[src/rtl/nes_cpu_pkg.sv]
// -----------------------------------------------------------------------------
// nes_cpu_pkg
//   Shared types and constants for the NES 6502 core. This slice carries the
//   items used by the program-counter sequencer (pc_seq_ctrl):
//     vec_src_t       - which vector is being fetched / was accepted
//     pc_seq_state_t  - sequencer state
//     *_VEC_ADDR      - 6502 vector low-byte addresses (parameter defaults)
// -----------------------------------------------------------------------------
package nes_cpu_pkg;

  typedef enum logic [1:0] {
    VEC_RST = 2'd0,
    VEC_NMI = 2'd1,
    VEC_IRQ = 2'd2
  } vec_src_t;

  typedef enum logic [1:0] {
    VEC_LO = 2'd0,
    VEC_HI = 2'd1,
    LOAD   = 2'd2,
    RUN    = 2'd3
  } pc_seq_state_t;

  localparam logic [15:0] NMI_VEC_ADDR = 16'hFFFA;
  localparam logic [15:0] RST_VEC_ADDR = 16'hFFFC;
  localparam logic [15:0] IRQ_VEC_ADDR = 16'hFFFE;

endpackage

[src/rtl/pc_seq_ctrl.sv]
// -----------------------------------------------------------------------------
// pc_seq_ctrl
//   Program-counter sequencer for the NES 6502 core. After reset, and after
//   every accepted NMI/IRQ, it reads the two-byte vector over the byte memory
//   port, loads it into the PC for one cycle, then lets the core run. While
//   running it forwards execute-stage branch loads to the PC unchanged and
//   accepts interrupts at instruction boundaries (NMI before IRQ).
//
// Ports:
//   clk, rst            clock, asynchronous active-high reset
//   mem_req_o           vector read request (VEC_LO / VEC_HI)
//   mem_addr_o          vector read address, stable until acknowledged
//   mem_rdata_i         read data, valid while mem_ack_i=1
//   mem_ack_i           read accepted
//   nmi_i               NMI line, rising-edge sensitive
//   irq_i, irq_mask_i   IRQ line (level) and processor I flag
//   instr_boundary_i    current instruction completes this cycle
//   branch_i            taken branch/jump this cycle
//   branch_target_i     branch target address
//   pc_load_o           PC load strobe (to pc_t)
//   pc_load_val_o       PC load value (to pc_t)
//   run_o               PC advance / fetch enable
//   int_ack_o           one-cycle interrupt-accepted pulse
//   int_src_o           vec_src_t of the accepted interrupt while int_ack_o=1
// -----------------------------------------------------------------------------
module pc_seq_ctrl
  import nes_cpu_pkg::*;
#(
  parameter int                ADDR_W  = 16,
  parameter logic [ADDR_W-1:0] NMI_VEC = ADDR_W'(NMI_VEC_ADDR),
  parameter logic [ADDR_W-1:0] RST_VEC = ADDR_W'(RST_VEC_ADDR),
  parameter logic [ADDR_W-1:0] IRQ_VEC = ADDR_W'(IRQ_VEC_ADDR)
) (
  input  logic              clk,
  input  logic              rst,
  output logic              mem_req_o,
  output logic [ADDR_W-1:0] mem_addr_o,
  input  logic [7:0]        mem_rdata_i,
  input  logic              mem_ack_i,
  input  logic              nmi_i,
  input  logic              irq_i,
  input  logic              irq_mask_i,
  input  logic              instr_boundary_i,
  input  logic              branch_i,
  input  logic [ADDR_W-1:0] branch_target_i,
  output logic              pc_load_o,
  output logic [ADDR_W-1:0] pc_load_val_o,
  output logic              run_o,
  output logic              int_ack_o,
  output logic [1:0]        int_src_o
);

  pc_seq_state_t r_state;
  vec_src_t      r_vec_src;
  logic [7:0]    r_lo;
  logic [7:0]    r_hi;
  logic          r_nmi_pending;
  logic          r_nmi_q;

  logic [ADDR_W-1:0] w_vec_addr;
  logic              w_in_fetch;
  logic              w_nmi_rise;
  logic              w_irq_req;
  logic              w_accept;
  logic              w_take_nmi;
  vec_src_t          w_accept_src;

  // The vector base address is a pure function of the vector source, so the
  // source register doubles as the vector-address register.
  always_comb begin
    w_vec_addr = RST_VEC;
    case (r_vec_src)
      VEC_NMI: w_vec_addr = NMI_VEC;
      VEC_IRQ: w_vec_addr = IRQ_VEC;
      default: w_vec_addr = RST_VEC;
    endcase
  end

  assign w_in_fetch = (r_state == VEC_LO) || (r_state == VEC_HI);
  assign w_nmi_rise = nmi_i & ~r_nmi_q;
  assign w_irq_req  = irq_i & ~irq_mask_i;

  // A taken branch on the boundary cycle wins: the branch target must reach
  // the PC, so interrupt entry is deferred to the next boundary.
  assign w_accept     = (r_state == RUN) & instr_boundary_i & ~branch_i &
                        (r_nmi_pending | w_irq_req);
  assign w_take_nmi   = w_accept & r_nmi_pending;
  assign w_accept_src = r_nmi_pending ? VEC_NMI : VEC_IRQ;

  always_ff @(posedge clk or posedge rst) begin
    if (rst) begin
      r_state       <= VEC_LO;
      r_vec_src     <= VEC_RST;
      r_lo          <= 8'h00;
      r_hi          <= 8'h00;
      r_nmi_pending <= 1'b0;
      r_nmi_q       <= 1'b0;
    end else begin
      r_nmi_q <= nmi_i;
      // A fresh edge in the same cycle as NMI acceptance must not be lost,
      // so the set term dominates the clear.
      r_nmi_pending <= w_nmi_rise | (r_nmi_pending & ~w_take_nmi);

      case (r_state)
        VEC_LO: begin
          if (mem_ack_i) begin
            r_lo    <= mem_rdata_i;
            r_state <= VEC_HI;
          end
        end
        VEC_HI: begin
          if (mem_ack_i) begin
            r_hi    <= mem_rdata_i;
            r_state <= LOAD;
          end
        end
        LOAD: begin
          r_state <= RUN;
        end
        RUN: begin
          if (w_accept) begin
            r_vec_src <= w_accept_src;
            r_state   <= VEC_LO;
          end
        end
        default: begin
          r_state <= VEC_LO;
        end
      endcase
    end
  end

  // mem_req_o is masked by rst because the reset state is VEC_LO, yet no
  // request may be presented while reset is held.
  always_comb begin
    mem_req_o     = w_in_fetch & ~rst;
    mem_addr_o    = (r_state == VEC_HI) ? (w_vec_addr + ADDR_W'(1)) : w_vec_addr;
    pc_load_o     = 1'b0;
    pc_load_val_o = '0;
    run_o         = (r_state == RUN);
    int_ack_o     = w_accept;
    int_src_o     = w_accept ? w_accept_src : VEC_RST;

    case (r_state)
      LOAD: begin
        pc_load_o     = 1'b1;
        pc_load_val_o = ADDR_W'({r_hi, r_lo});
      end
      RUN: begin
        // Zero-latency pass-through of the execute-stage branch.
        pc_load_o     = branch_i;
        pc_load_val_o = branch_target_i;
      end
      default: begin
        pc_load_o     = 1'b0;
        pc_load_val_o = '0;
      end
    endcase
  end

endmodule
[config.mk]
export PLATFORM = sky130hd
export DESIGN_NAME = pc_seq_ctrl
export DESIGN_NICKNAME = d
export VERILOG_FILES = /design/src/rtl/nes_cpu_pkg.sv /design/src/rtl/pc_seq_ctrl.sv
export SDC_FILE = /design/constraint.sdc
export NUM_CORES = 1
export LEC_CHECK = 0
export ABC_CLOCK_PERIOD_IN_PS = 3600
export BUFFER_PORTS_ARGS = -buffer_cell sky130_fd_sc_hd__buf_2
export CORE_MARGIN = 2
export CORE_UTILIZATION = 49
export CTS_BUF_LIST = sky130_fd_sc_hd__clkbuf_4 sky130_fd_sc_hd__clkbuf_8
export DETAILED_ROUTE_END_ITERATION = 8
export PLACE_DENSITY = 0.87
export SLEW_MARGIN = 10
export SYNTH_ARGS = -nofsm -noshare
export SYNTH_HDL_FRONTEND = slang
export SYNTH_SLANG_ARGS = --single-unit
export TNS_END_PERCENT = 30
[constraint.sdc]
create_clock -name clk -period 3.6 [get_ports clk]
set_clock_uncertainty 0.2 [all_clocks]
set_input_delay 0.36 -clock clk [delete_from_list [all_inputs] [get_ports clk]]
set_output_delay 0.36 -clock clk [all_outputs]
set_load 0.005 [all_outputs]
==> metrics.txt <==
antenna-violating nets left 0; Worst path slowest cell ha_1; 1st-iter DRT viols 6; CP cell instances ha_1 > o211ai_1 > nor2_1 > buf_2; required time worst endpoint 3.04 ns; Data arrival, critical path 2.09 ns; H-tree levels 1; Buf/Inv on CP 1; most frequent cells in the layout buf_2 (56), dfrtp_1 (22), a22o_1 (17); Via density ~5; Reg clk slew, reported paths about 0.12 ns; Mapped Cells approximately 110; fraction of layout cells with a size suffix above 1 47.9%; clk buf depth 2; fmax between 300 and 400 MHz; post-synthesis sequential area ratio approximately 44%; Vias slightly below 1000; hold_buf cts 1; 1st-pass router iterations 4; register-to-register setup slack roughly 1.4 ns; HP Class in -> async; die area about 0.0030 mm^2; slew at the pin closest to its max-slew limit 0.845 ns; flops & latches, synth 22; antenna cell count 0; first-pass GRT wire length about 3700 um; FF-to-FF Start r_state[1]; cts repair resizes 0; Crit. End Element output pin; post-synth top area cell dfrtp_1; Yosys top cell area share roughly 44%; Total GRT Usage roughly 18%; Worst path top cell family by delay adder cells; grt total ovfl 0; CP Launch Type register; vias in the first global route 882; Hold Fails Final Rpt 22; final period utilization 73.6%; mapped cell area roughly 0.0012 mm^2; Final Util 63.9%; unrepaired setup endpoints after global routing no; leakage ~0.87 nW; number of CTS-inserted buffers 3; outcome finished, violations left; routed len/inst 13.2 um; setup TNS 0 ns; pin count of the biggest net entering global routing 24; max_slew headroom 43.7%; DIE HEIGHT 54.4 um; synth top area cells dfrtp_1 (44%), mux2_2 (14%), a22o_1 (12%); crit path max fanout 23; Peak VDD IR around 600 uV; syn avg cell area between 10 and 15 um^2; Post-DP HPWL between 1500 and 2000 um; warnings from Yosys 0; Final Non-Filler Cells just under 200; initial core utilization 51.2%; drt total wl approximately 2500 um; fin nets between 200 and 250; clock latency on the worst-skew pair 0.32 ns; Buffers on Ports 56; DRC viols 0; CTS root buffer clkbuf_4; core area roughly 0.0024 mm^2; post-CTS setup buffer count 0; slowest stage delay, CP about 0.73 ns; reg2reg path depth 4; final setup vio count 0; row count 18; Distinct cells, synth 19; CTS tree built; initial antenna violation count 0; die width ~54 um; worst reg2reg endpoint r_state[1]; violated checks negative hold slack; Power Dens Cells slightly above 800 mW/mm^2; area grow syn2layout 24.7%; Max-cap violations 0; commonest non-fill, non-tap cell in the layout buf_2; gpl congestion between 0.6 and 0.7; Hold WS -0.0147 ns; I/O Pins 70; Crit Path Category reg -> out; Max Slew Vio Count 0; min Tclk post-route 2.65 ns; Inst Count DP ~190; Sinks on Clock Net 22
==> kinds of logic (layout without fill, tap and decap cells) <==
group	after synthesis	after routing	synth area share [%]
AO/OA/AOI/OAI	22	22	16.0
adder cells (fa/ha/maj)	6	6	6.02
buffers and inverters	26	70	12.1
flip-flops	22	22	44.2
multiplexers	19	19	17.3
other	1	13	0.301
AND/OR/NAND/NOR	11	11	4.12
==> final cells by class <==
class / instances / area [um^2]
fill: 220 / 878
multi-input combinational: 71 / 589
sequential: 22 / 551
timing repair buffer: 57 / 290
tap: 30 / 37.5
inverter: 9 / 33.8
clock inverter: 1 / 30.0
clock buffer: 3 / 22.5
==> where the power goes <==
group / total, W / internal [W] / switching, W
clock network: 0.000191 / 0.000113 / 0.0000785
registers: 0.000435 / 0.000366 / 0.0000693
logic: 0.000652 / 0.000362 / 0.000291
total: 0.00128 / 0.000840 / 0.000438
==> worst register-to-register path: stages (launching register included) <==
cell and delay (ns):
dfrtp_1 0.41, ha_1 0.73, inv_1 0.14, o221a_4 0.33, mux2_4 0.30
==> metal layers <==
| layer | share of wire (%) | wire, um | GRT usage [%] | vias up |
|---|---|---|---|---|
| met3 | 8.9 | 227 | 3.55 | 5 |
| li1 | - | - | - | 457 |
| met2 | 49 | 1260 | 30.3 | 56 |
| met4 | 1.6 | 41 | 7.50 | 0 |
| met1 | 40 | 1010 | 21.9 | 464 |
| met5 | 0 | 0 | 0 | - |
==> cell usage after synthesis, drive strengths merged <==
master  number
nand2        3
nor2         4
o221a        1
o21bai       1
conb         1
o211ai       1
dfrtp       22
ha           6
mux2        17
inv          9
mux2i        2
nor2b        2
nand2b       1
and3         1
buf         17
a22o        17
a21o         2
==> worst max-delay path by stage <==
stage,start,endpoint,slack (ns),depth (start not counted)
final,r_state[1],int_src_o[1],0.95,4
after global routing,r_state[1],int_src_o[1],0.84,4
after CTS,r_state[1],int_src_o[1],0.93,4
after detailed placement,r_state[1],int_src_o[1],1.32,4
after global placement,r_state[1],int_src_o[1],1.47,4
after floorplan,r_state[0],pc_load_val_o[9],1.86,4
==> per-stage QoR <==
stage          power [W]  hold slack, ns  instance area (um^2)  setup WS, ns
6_report         0.00128         -0.0147                  1550         0.951
5_1_grt          0.00138          0.0396                  1550         0.841
4_1_cts          0.00129         0.00453                  1550         0.932
3_5_place_dp     0.00109           0.282                  1490          1.32
3_3_place_gp     0.00106           0.278                  1490          1.47
2_1_floorplan   0.000880           0.149                  1290          1.86
==> flip-flops by register name (all words and copies together), names as in the netlist <==
signal	cells
r_lo	8
r_state	2
r_nmi_pending	1
r_nmi_q	1
r_hi	8
r_vec_src	2
Power figures use the tool's default switching activity.
